==> config.mk <==
export PLATFORM = sky130hd
export DESIGN_NAME = sic_issue_dispatch
export DESIGN_NICKNAME = d
export VERILOG_FILES = /design/src/rtl/sic_issue_dispatch_pkg.sv /design/src/rtl/sic_pkt_fifo.sv /design/src/rtl/sic_issue_dispatch.sv
export SDC_FILE = /design/constraint.sdc
export NUM_CORES = 1
export LEC_CHECK = 0
export CAP_MARGIN = 20
export CORE_MARGIN = 1.5
export CORE_UTILIZATION = 52
export DETAILED_ROUTE_END_ITERATION = 10
export PLACE_DENSITY = 0.8
export SYNTH_ARGS = -nofsm -noshare
export SYNTH_HDL_FRONTEND = slang
export SYNTH_SLANG_ARGS = --single-unit
==> constraint.sdc <==
create_clock -name clk -period 4.6 [get_ports clk]
set_input_delay 1.38 -clock clk [delete_from_list [all_inputs] [get_ports clk]]
set_output_delay 1.38 -clock clk [all_outputs]
set_load 0.05 [all_outputs]
==> src/rtl/sic_issue_dispatch_pkg.sv <==
// Shared SIC packet type, dispatch defaults and the round-robin pick helper
// used by the issue dispatcher.
package sic_issue_dispatch_pkg;

  localparam int SIC_NUM_PHY_REGS       = 32;
  localparam int SIC_NUM_ECRS           = 4;
  localparam int SIC_PREG_W             = $clog2(SIC_NUM_PHY_REGS);
  localparam int SIC_ECR_W              = $clog2(SIC_NUM_ECRS);
  localparam int SIC_ID_W_MAX           = 8;
  localparam int SIC_MAX_SICS           = 16;
  localparam int SIC_MAX_SICS_W         = 4;
  localparam int SIC_FIFO_DEPTH_DEFAULT = 4;

  typedef struct packed {
    logic                    valid;
    logic [SIC_ID_W_MAX-1:0] issue_id;
    logic [7:0]              opcode;
    logic [SIC_PREG_W-1:0]   dst;
    logic [SIC_PREG_W-1:0]   src1;
    logic [SIC_PREG_W-1:0]   src2;
    logic [SIC_ECR_W-1:0]    ecr;
    logic [15:0]             imm;
  } sic_packet_t;

  // One-hot of the first set mask bit at or after ptr, wrapping at n.
  function automatic logic [SIC_MAX_SICS-1:0] sic_rr_pick(
    input int unsigned             n,
    input logic [SIC_MAX_SICS-1:0] mask,
    input int unsigned             ptr
  );
    logic [SIC_MAX_SICS-1:0] pick;
    logic                    found;
    int unsigned             idx;
    pick  = '0;
    found = 1'b0;
    for (int unsigned k = 0; k < SIC_MAX_SICS; k++) begin
      idx = ptr + k;
      idx = (idx >= n) ? idx - n : idx;
      if (!found && (k < n) && mask[idx[SIC_MAX_SICS_W-1:0]]) begin
        pick[idx[SIC_MAX_SICS_W-1:0]] = 1'b1;
        found = 1'b1;
      end else begin
        pick = pick;
      end
    end
    return pick;
  endfunction

endpackage

==> src/rtl/sic_pkt_fifo.sv <==
// In-order packet buffer with push/pop/flush; head is the oldest entry.
// A push while full is ignored, flush empties the buffer and wins over push/pop.
module sic_pkt_fifo
  import sic_issue_dispatch_pkg::*;
#(
  parameter type T     = logic,
  parameter int  DEPTH = SIC_FIFO_DEPTH_DEFAULT
) (
  input  logic clk,
  input  logic rst,
  input  logic push,
  input  T     wdata,
  input  logic pop,
  input  logic flush,
  output logic full,
  output logic empty,
  output T     head
);

  localparam int AW    = $clog2(DEPTH);
  localparam int CNT_W = AW + 1;

  T [DEPTH-1:0]     mem_q, mem_d;
  logic [AW-1:0]    wr_ptr_q, wr_ptr_d;
  logic [AW-1:0]    rd_ptr_q, rd_ptr_d;
  logic [CNT_W-1:0] cnt_q, cnt_d;
  logic             do_push, do_pop;

  assign full  = (cnt_q == CNT_W'(DEPTH));
  assign empty = (cnt_q == '0);
  assign head  = mem_q[rd_ptr_q];

  // Next-state for storage, pointers and occupancy.
  always_comb begin
    do_push  = push && !full;
    do_pop   = pop && !empty;
    mem_d    = mem_q;
    wr_ptr_d = wr_ptr_q;
    rd_ptr_d = rd_ptr_q;
    cnt_d    = cnt_q;
    if (flush) begin
      wr_ptr_d = '0;
      rd_ptr_d = '0;
      cnt_d    = '0;
    end else begin
      if (do_push) begin
        mem_d[wr_ptr_q] = wdata;
        wr_ptr_d        = wr_ptr_q + AW'(1'b1);
      end else begin
        wr_ptr_d = wr_ptr_q;
      end
      rd_ptr_d = do_pop ? rd_ptr_q + AW'(1'b1) : rd_ptr_q;
      case ({do_push, do_pop})
        2'b10:   cnt_d = cnt_q + CNT_W'(1'b1);
        2'b01:   cnt_d = cnt_q - CNT_W'(1'b1);
        default: cnt_d = cnt_q;
      endcase
    end
  end

  // State registers with synchronous reset.
  always_ff @(posedge clk) begin
    if (rst) begin
      mem_q    <= '0;
      wr_ptr_q <= '0;
      rd_ptr_q <= '0;
      cnt_q    <= '0;
    end else begin
      mem_q    <= mem_d;
      wr_ptr_q <= wr_ptr_d;
      rd_ptr_q <= rd_ptr_d;
      cnt_q    <= cnt_d;
    end
  end

endmodule

==> src/rtl/sic_issue_dispatch.sv <==
// Buffers decoded packets, stamps monotonic issue_ids and delivers at most one
// packet per cycle to a requesting SIC, chosen round-robin, as a one-cycle pulse.
module sic_issue_dispatch
  import sic_issue_dispatch_pkg::*;
#(
  parameter int NUM_SICS     = 4,
  parameter int NUM_PHY_REGS = SIC_NUM_PHY_REGS,
  parameter int NUM_ECRS     = SIC_NUM_ECRS,
  parameter int ID_WIDTH     = 4,
  parameter int FIFO_DEPTH   = SIC_FIFO_DEPTH_DEFAULT
) (
  input  logic                       clk,
  input  logic                       rst,
  input  sic_packet_t                in_pkt,
  input  logic                       in_valid,
  output logic                       in_ready,
  input  logic                       flush,
  input  logic [NUM_SICS-1:0]        sic_req,
  output sic_packet_t [NUM_SICS-1:0] sic_pkt,
  output logic                       issued
);

  localparam int PTR_W = (NUM_SICS > 1) ? $clog2(NUM_SICS) : 1;

  // The packet struct is sized by the package; other register/ECR counts are not representable.
  if ((NUM_PHY_REGS != SIC_NUM_PHY_REGS) || (NUM_ECRS != SIC_NUM_ECRS) ||
      (NUM_SICS < 1) || (NUM_SICS > SIC_MAX_SICS) ||
      (ID_WIDTH < 1) || (ID_WIDTH > SIC_ID_W_MAX)) begin : g_bad_params
    $error("sic_issue_dispatch: unsupported parameter set");
  end

  logic                       fifo_full, fifo_empty;
  sic_packet_t                fifo_head, push_pkt;
  logic                       push, pop, grant_any;
  logic [ID_WIDTH-1:0]        id_cnt_q, id_cnt_d;
  logic [PTR_W-1:0]           rr_q, rr_d, grant_idx;
  logic [NUM_SICS-1:0]        pulse_mask, cand;
  logic [SIC_MAX_SICS-1:0]    cand_ext, pick_ext;
  sic_packet_t [NUM_SICS-1:0] sic_pkt_q, sic_pkt_d;
  logic                       issued_q, issued_d;

  sic_pkt_fifo #(
    .T     (sic_packet_t),
    .DEPTH (FIFO_DEPTH)
  ) u_fifo (
    .clk   (clk),
    .rst   (rst),
    .push  (push),
    .wdata (push_pkt),
    .pop   (pop),
    .flush (flush),
    .full  (fifo_full),
    .empty (fifo_empty),
    .head  (fifo_head)
  );

  assign in_ready = !fifo_full;
  assign sic_pkt  = sic_pkt_q;
  assign issued   = issued_q;

  // Arbitration: SICs pulsed this cycle are masked so they never get back-to-back packets.
  always_comb begin
    for (int i = 0; i < NUM_SICS; i++) begin
      pulse_mask[i] = sic_pkt_q[i].valid;
    end
    cand                   = sic_req & ~pulse_mask;
    cand_ext               = '0;
    cand_ext[NUM_SICS-1:0] = cand;
    pick_ext               = sic_rr_pick(NUM_SICS, cand_ext, 32'(rr_q));
    grant_idx              = '0;
    for (int i = 0; i < SIC_MAX_SICS; i++) begin
      grant_idx = pick_ext[i] ? PTR_W'(i) : grant_idx;
    end
    grant_any = (|pick_ext) && !fifo_empty && !flush;
    pop       = grant_any;
    push      = in_valid && !fifo_full && !flush;
  end

  // Stamping, pointer advance and next delivery pulse.
  always_comb begin
    push_pkt          = in_pkt;
    push_pkt.valid    = 1'b1;
    push_pkt.issue_id = SIC_ID_W_MAX'(id_cnt_q);
    id_cnt_d          = push ? id_cnt_q + ID_WIDTH'(1'b1) : id_cnt_q;
    if (grant_any) begin
      rr_d = (grant_idx == PTR_W'(NUM_SICS - 1)) ? '0 : grant_idx + PTR_W'(1'b1);
    end else begin
      rr_d = rr_q;
    end
    for (int i = 0; i < NUM_SICS; i++) begin
      sic_pkt_d[i] = (grant_any && (grant_idx == PTR_W'(i))) ? fifo_head : '0;
    end
    issued_d = grant_any;
  end

  // Registered delivery outputs and dispatch state.
  always_ff @(posedge clk) begin
    if (rst) begin
      id_cnt_q  <= '0;
      rr_q      <= '0;
      sic_pkt_q <= '0;
      issued_q  <= 1'b0;
    end else begin
      id_cnt_q  <= id_cnt_d;
      rr_q      <= rr_d;
      sic_pkt_q <= sic_pkt_d;
      issued_q  <= issued_d;
    end
  end

endmodule

# Word level (Yosys, flattened, before mapping)
# Index checks and enable logic that the tools add are counted.
[word_totals]
regBits = 414
inputBits = 58
out_inout_bits = 202
wordCells = 197
[classes]
add_sub_neg = 13
n_lt_le_gt_ge = 15
n_eq_ne = 6
mux = 49
bitwise_logic = 10
n_reduce_logical = 34
[ops]
columns = ["cell", "count"]
rows = [
  ["200-bit bitwise mux", 1],
  ["50-bit binary-select mux with 2-bit select", 1],
  ["50-bit demux with 2-bit select", 1],
  ["50-bit two-way mux", 2],
  ["16-bit two-way mux", 4],
  ["16-bit bitwise OR", 3],
  ["2-bit two-way mux", 15],
  ["4-bit by 5-bit less-than comparator with 1-bit output, second input constant", 4],
  ["1-bit logical AND", 18],
  ["1-bit binary-select mux with 4-bit select", 4],
  ["1-bit demux with 4-bit select", 4],
  ["4-bit by 1-bit greater-or-equal comparator with 1-bit output, second input constant", 4],
  ["4-bit two-way mux", 4],
  ["16-bit OR reduction", 1],
  ["1-bit two-way mux", 12],
  ["3-bit by 3-bit subtractor with 4-bit output, second input constant", 3],
  ["2-bit OR reduction", 5],
  ["3-bit greater-or-equal comparator, second input constant", 3],
  ["2-bit by 1-bit adder with 2-bit output, second input constant", 3],
  ["2-bit by 2-bit adder with 3-bit output, second input constant", 2],
  ["2-bit equality test, second input constant", 3],
  ["1-bit logical NOT", 6],
  ["2-bit by 3-bit less-than comparator with 1-bit output, second input constant", 2],
  ["3-bit case mux with 2 select lines", 1],
  ["other kinds (16)", 21],
]

# Depth between registers and ports, before layout
[depth]
ltp_word = 33
mapped_depth = 14
ltp_nobuf = 14

# By module
# Synthesis repeated with hierarchy kept, for this count alone.
[unflattened]
hier_cells = 1418
hier_area_um2 = 15842.7
[modules_own_cells]
columns = ["mod", "n_inst", "cells_per_inst", "area_per_inst_um2"]
rows = [
  ["sic_pkt_fifo", 1, 819, 9530.4],
  ["sic_issue_dispatch", 1, 599, 6312.3],
]

# Worst setup path before layout
# No wires, ideal clock.
[synth_path]
path_kind = "input to register"
startpoint = "input port sic_req[2]"
endpoint = "register u_fifo.cnt_q[2]"
setup_ps = 70
arrival_time_ps = 3983
required_time_ps = 4530
setup_slack_ps = 547
cell_stages = 12
path_cell_list = "nor2b_1 > nor3_1 > o21ai_0 > a221oi_1 > a2111oi_4 > a21oi_1 > ha_1 > inv_1 > fa_1 > xor2_1 > or3_1 > a21oi_1"
[synth_via]
elab_chain_cells = 19
elab_cells_between_ends = 33
cone_classes = "eq/ne (2); mux (16); bitwise (4); reduce/logical (11)"
[synth_lines]
columns = ["item", "line_no", "source"]
rows = [
  ["start: declaration", "sic_issue_dispatch.sv:18", "input logic [NUM_SICS-1:0] sic_req,"],
  ["4-bit bitwise AND *", "sic_issue_dispatch.sv:66", "cand = sic_req & ~pulse_mask;"],
  ["1-bit binary-select mux with 4-bit select", "sic_issue_dispatch_pkg.sv:39", "if (!found && (k < n) && mask[idx[SIC_MAX_SICS_W-1:0]]) begin"],
  ["1-bit two-way mux (implied by the code)", "sic_issue_dispatch_pkg.sv:39", ""],
  ["1-bit two-way mux", "sic_issue_dispatch_pkg.sv:39", ""],
  ["1-bit logical NOT", "sic_issue_dispatch_pkg.sv:39", ""],
  ["1-bit logical AND", "sic_issue_dispatch_pkg.sv:39", ""],
  ["1-bit two-way mux", "sic_issue_dispatch_pkg.sv:39", ""],
  ["1-bit logical NOT", "sic_issue_dispatch_pkg.sv:39", ""],
  ["[... 2 more ...]", "n/a", ""],
  ["1-bit logical NOT", "sic_issue_dispatch_pkg.sv:39", ""],
  ["1-bit logical AND", "sic_issue_dispatch_pkg.sv:39", ""],
  ["16-bit two-way mux *", "sic_issue_dispatch_pkg.sv:39", ""],
  ["16-bit OR reduction *", "sic_issue_dispatch.sv:74", "grant_any = (|pick_ext) && !fifo_empty && !flush;"],
  ["1-bit logical AND * (2 in a row)", "sic_issue_dispatch.sv:74", ""],
  ["1-bit logical AND *", "sic_pkt_fifo.sv:36", "do_pop = pop && !empty;"],
  ["2-bit by 1-bit equality test with 1-bit output / 2-bit equality test (equally long branches)", "sic_pkt_fifo.sv:53", "case ({do_push, do_pop})"],
  ["3-bit case mux with 2 select lines / 2-bit nonzero test (equally long branches)", "n/a", ""],
  ["end signal: assignment", "sic_pkt_fifo.sv:72", "cnt_q <= cnt_d;"],
  ["end: declaration", "sic_pkt_fifo.sv:26", "logic [CNT_W-1:0] cnt_q, cnt_d;"],
]
# Every way passes the cells marked *; elsewhere a longest branch is shown, timed or not. The select of a mux whose other input is x is not followed.
# A chain may end at the register's enable or synchronous reset.

# Final worst setup path
[layout_path]
startpoint = "input port sic_req[1]"
endpoint = "register u_fifo.cnt_q[2]"
# The elaborated chain is that of the path after synthesis.

==> qor.yml <==
critPathMaxStageDelay_ns: 0.53
wl_per_cell_microns: 18.3
grt_pass1_vias: 10900
power_density_mw_per_mm2: 402
grt_first_pass_wirelength_microns: 58100
syn-cell-area_sq_mm: 0.0138
skew_ns: 0.0132
clk_latency_ns: 0.52
area_delta_synth_final_pct: 28.4
placedCellCount: 1934
dp.final_hpwl_microns: 23000
outcome: "finished, final reports clean"
yosysMostFrequentCell: "dfxtp_1"
ys_seq_elements: 382
cts_hold_buf: 0
cp-end-kind: "register"
critical_path.cell_chain: "clkdlybuf4s50_1, nor2b_1, nor2_1, mux4_2, a211o_1, a2111oi_4, a21oi_1, ha_1, inv_1, fa_1, xor2_1, or3_1, a21oi_1"
track_usage_pct: 26.2
fillCellCount: 1859
synth_edf_count: 0
grt_antenna_before_repair: 5
grt_max_degree: 70
tightest_slew_ns: 1.02
fp.coreArea_sq_mm: 0.0261
min_period_over_period_pct: 91.1
dieArea_sq_mm: 0.0276
multi_input_area_sq_mm: 0.00554
numCtsBuffers: 38
setup_tns_ns: 0
drive_above_1_share_pct: 9.86
path_clk_slew_ns: 0.06
post_cts_buffers: 0
via_per_inst: 5.55
cts_tree: "built"
crit_path_frequent_cell: "a21oi_1"
synth.area.top_cells: "dfxtp_1, nand2_1, and3_1"
fmax_mhz: 239
setup-violations-final: 0
rsz0062_at_grt: "no"
arrival_ns: 4.64
nets: 1716
drt_iter0_drc: 1151
hold_viol: 0
place_congestion: 0.875
crit_required_ns: 5.05
finalCriticalPeriod_ns: 4.19
power_leakage_nw: 7.05
ys_top_cells_by_count: "dfxtp_1, nand2_1, a21oi_1, and3_1, clkbuf_1"
clockRootBuffer: "clkbuf_16"
slew_violations: 0
synth_cells: 1430
final_cell_count_no_fill: 2002
cap_violations: 0
hp-class: "reg2reg"
initial_core_util_pct: 53.0
cpLargestDelayFamily: "compound AO/OA/AOI/OAI gates"
synth_top_area_share_pct: 55.3
critical_path_buf_inv_count: 2
synth_seq_area_share_pct: 55.3
cts-htree-levels: 2
routed_wl_microns: 36600
ys_types: 42
synth_ff_type: "dfxtp_1"
yosysTopAreaCell: "dfxtp_1"
critical_path_class: "in2reg"
firstDrtPassIters: 7
vias: 11100
cts_sinks: 382
ys_warn_count: 0
seq_area_sq_mm: 0.00765
synthArstFlopShare_pct: 0
ctsLongestPathBuffers: 3
cp-start-kind: "input port"
peakVddDrop_mv: 0.291
io_pins: 260
antenna_left: 0
num_rows: 59
post-route-drc-count: 0
overflow: 0
cts_resized: 0
synth_area_per_cell_sq_um: 9.66
cpMaxStageDelayCell: "mux4_2"
die_y_microns: 166
max_slew_margin_pct: 32.2
die_w_microns: 166
portBuffers: 234
crit_fanout: 4
area by class of cell:
| class | instances | share of cell area (%) |
|---|---|---|
| sequential | 382 | 43.1 |
| clock buffer | 53 | 6.49 |
| inverter | 14 | 0.303 |
| multi-input combinational | 929 | 31.3 |
| tap | 335 | 2.36 |
| antenna | 3 | 0.0423 |
| timing repair buffer | 274 | 15.3 |
| clock inverter | 12 | 1.11 |
worst paths after layout:
path / start / to / slack (ns) / cells after the start
setup / recovery: sic_req[1] / u_fifo.cnt_q[2] / 0.41 / 13
hold / removal: u_fifo.mem_q[81] / u_fifo.mem_q[81] / 0.45 / 2
setup reg to reg: rr_q[0] / u_fifo.cnt_q[2] / 0.78 / 14
hold reg to reg: u_fifo.mem_q[81] / u_fifo.mem_q[81] / 0.45 / 2
report_power, final:
group          internal (W)  switching [W]
clock network       0.00203        0.00126
registers           0.00334      0.0000227
logic              0.000169       0.000320
total               0.00553        0.00160
routing by layer:
metal	GRT usage (%)	up-vias	share of wire, %
met2	44.4	446	50
met1	33.6	5387	42
met5	0	-	0
met4	9.99	0	2.3
li1	-	5215	-
met3	4.24	67	6.3
stage by stage:
step                hold slack [ns]  cell area (sq um)  total power [W]  utilization [%]  worst slack (ns)
CTS                           0.454              17700          0.00716             68.1             0.442
global route                  0.469              17700          0.00734             68.1             0.180
global placement              0.439              16400          0.00390             62.9           -0.0156
finish                        0.453              17700          0.00714             68.1             0.409
floorplan                     0.433              13900          0.00372                -             0.547
detailed placement            0.445              16400          0.00391             62.9           -0.0571
tightest hold or removal path: stages, from the launching register on:
cell	delay (ns)
dfxtp_1	0.30
nand2_1	0.05
a21oi_1	0.05
placed cells by master, fill, tap and decap left out, types with 3 or more instances in the layout:
cell / count
nand2_1: 375
and2_2: 4
and3_1: 187
conb_1: 16
buf_12: 6
buf_4: 35
nand3_1: 4
nand2b_1: 7
nor2_1: 28
diode_2: 3
mux4_2: 49
clkbuf_16: 41
nor3_1: 6
clkdlybuf4s50_1: 233
xor2_1: 4
inv_1: 13
dfxtp_1: 380
mux2i_1: 4
clkbuf_1: 4
bufinv_16: 5
clkbuf_8: 8
ha_1: 18
a21oi_1: 188
nor2b_1: 4
clkinv_2: 5
or2_2: 3
sequential cells by signal, indices dropped and copies added (netlist names):
register / flops
u_fifo.mem_q: 184
rr_q: 2
id_cnt_q: 4
sic_pkt: 184
u_fifo.wr_ptr_q: 2
u_fifo.cnt_q: 3
u_fifo.rd_ptr_q: 2
issued: 1
kinds of logic after synthesis:
family          after synthesis  share of synthesized area, %
other cells                   1                        0.0271
xor+xnor                      6                         0.380
compound gates              207                          8.05
flops                       382                          55.3
mux                          53                          8.27
buf+inv                     134                          5.00
simple gates                628                          21.2
fa+ha+maj                    19                          1.77
Power figures use the tool's default switching activity.
==> patch, RTL diff (same settings) <==
Make the reset (`rst`) asynchronous in 2 clocked blocks. Comments in the files are not updated.
--- a/src/rtl/sic_pkt_fifo.sv
+++ b/src/rtl/sic_pkt_fifo.sv
@@ -60,5 +60,5 @@
 
   // State registers with synchronous reset.
-  always_ff @(posedge clk) begin
+  always_ff @(posedge clk or posedge rst) begin
     if (rst) begin
       mem_q    <= '0;
--- a/src/rtl/sic_issue_dispatch.sv
+++ b/src/rtl/sic_issue_dispatch.sv
@@ -95,5 +95,5 @@
 
   // Registered delivery outputs and dispatch state.
-  always_ff @(posedge clk) begin
+  always_ff @(posedge clk or posedge rst) begin
     if (rst) begin
       id_cnt_q  <= '0;
Behaviour: differs if rst is asserted again (counterexample within 4 cycles, from zero or initial values and one cycle with rst high); with rst held inactive, the same outputs for 4 cycles.
==> patch against the unedited design <==
Count of clock-buffer cells in the layout shrank 2; sequential share of layout area grew 5.4 points; critical path type unchanged; routed wire length shrank 13%; via count shrank 21%; final area grew 11%; synthesized cell count shrank 30%; sequential cell count is the same; critical endpoint is now sic_pkt[19]; area after synthesis grew 11%; core utilization grew 0.25 points; setup slack lost 0.099 ns; register-to-register slack lost 0.07 ns.
Power is not compared: it rests on default switching activity, and its combinational part moved more than twofold at a synthesized area within 25%.
==> patch: results <==
group,metric,value,unit
cells_and_area,final_nets,1355,
yosys,synth_area_per_cell,15.3,um^2
critical_path,crit_path_max_fanout,28,
cells_and_area,fillCellCount,2001,
route,via_per_inst,5.18,
global_route,use_met1,27.9,%
yosys,yosys-top-cells-area,"dfrtp_1 (62%), mux2_2 (13%), and2_1 (7.4%)",
yosys,synth_commonest_cells,"dfrtp_1 (382), and2_1 (182), mux2_2 (182)",
route,dr.first_iter.drc_count,440,
global_route,grt_use_met2,36.8,%
placed_design,dp_cells,1621,
yosys,synth-xor-area-share,0.432,%
placed_design,hpwl,20600,um
critical_path,critical_path_arrival,4.69,ns
yosys,synth_compound_area_share,1.61,%
global_route,grt_pass1_vias,9458,
outcome,status,"completed",
timing,relSlewSlack,32.2,%
route,wl_met3,1480,um
placed_design,gp_congestion,0.811,
global_route,use_met3,4.29,%
cells_and_area,drive_gt1_share,28.4,%
global_route,antenna_found_initial,2,
route,drtPass1Iterations,4,
yosys,synthAdderAreaFrac,1.52,%
critical_path,slowest_delay,0.51,ns
yosys,yosys_most_used_dff,"dfrtp_1",
yosys,ys_seq_area_share,62.2,%
route,dr_wl_met2,16400,um
route,wl_met1,13300,um
placed_design,preCtsSetupSlack,-0.165,ns
yosys,async_reset_ff_share,100,%
worst_hold_path,min_from,"u_fifo.mem_q[49]",
route,wire_per_inst,18.9,um
global_route,grt_pass1_wl,51300,um
yosys,ys_types,57,
==> patch: changes by cell type after synthesis, sizes merged, moves of 183 or more <==
cell / before / now
and3: 187 / 1
dfrtp: 0 / 382
dfxtp: 382 / 0
nand2: 375 / 11
and2: 5 / 188
==> patch: cell type report <==
| class | count | area (um^2) | share of cell area [%] |
|---|---|---|---|
| antenna | 2 | 5.00 | 0.0254 |
| tap | 384 | 480 | 2.44 |
| timing repair buffer | 284 | 2890 | 14.7 |
| sequential | 382 | 9560 | 48.5 |
| inverter | 10 | 41.3 | 0.209 |
| clock buffer | 51 | 1110 | 5.63 |
| multi-input combinational | 562 | 5400 | 27.4 |
| clock inverter | 18 | 225 | 1.14 |
==> patch: worst paths after layout <==
path | slack, ns | depth (start not counted) | to
setup reg to reg | 0.71 | 13 | u_fifo.cnt_q[1]
hold reg to reg | 0.47 | 1 | u_fifo.mem_q[49]
min in group asynchronous | 1.26 | 2 | u_fifo.mem_q[74]
setup / recovery | 0.31 | 13 | sic_pkt[19]
hold / removal | 0.47 | 1 | u_fifo.mem_q[49]
max in group asynchronous | 2.50 | 4 | u_fifo.cnt_q[2]
==> patch: kinds of logic (layout without fill, tap and decap cells) <==
| family | Yosys count | after routing |
|---|---|---|
| flip-flops | 382 | 382 |
| AND/OR/NAND/NOR | 258 | 258 |
| multiplexers | 232 | 232 |
| buffers and inverters | 77 | 363 |
| AO/OA/AOI/OAI | 32 | 32 |
| adder cells (fa/ha/maj) | 18 | 18 |
| XOR/XNOR | 6 | 6 |
| other | 1 | 18 |
==> patch: through the flow <==
| stage | total power [mW] | utilization (%) |
|---|---|---|
| final | 12.9 | 68.3 |
| after global placement | 9.52 | 63.6 |
| after global routing | 13.5 | 68.3 |
| after CTS | 13.0 | 68.2 |
| after floorplan | 8.21 | - |
| after detailed placement | 9.71 | 63.6 |
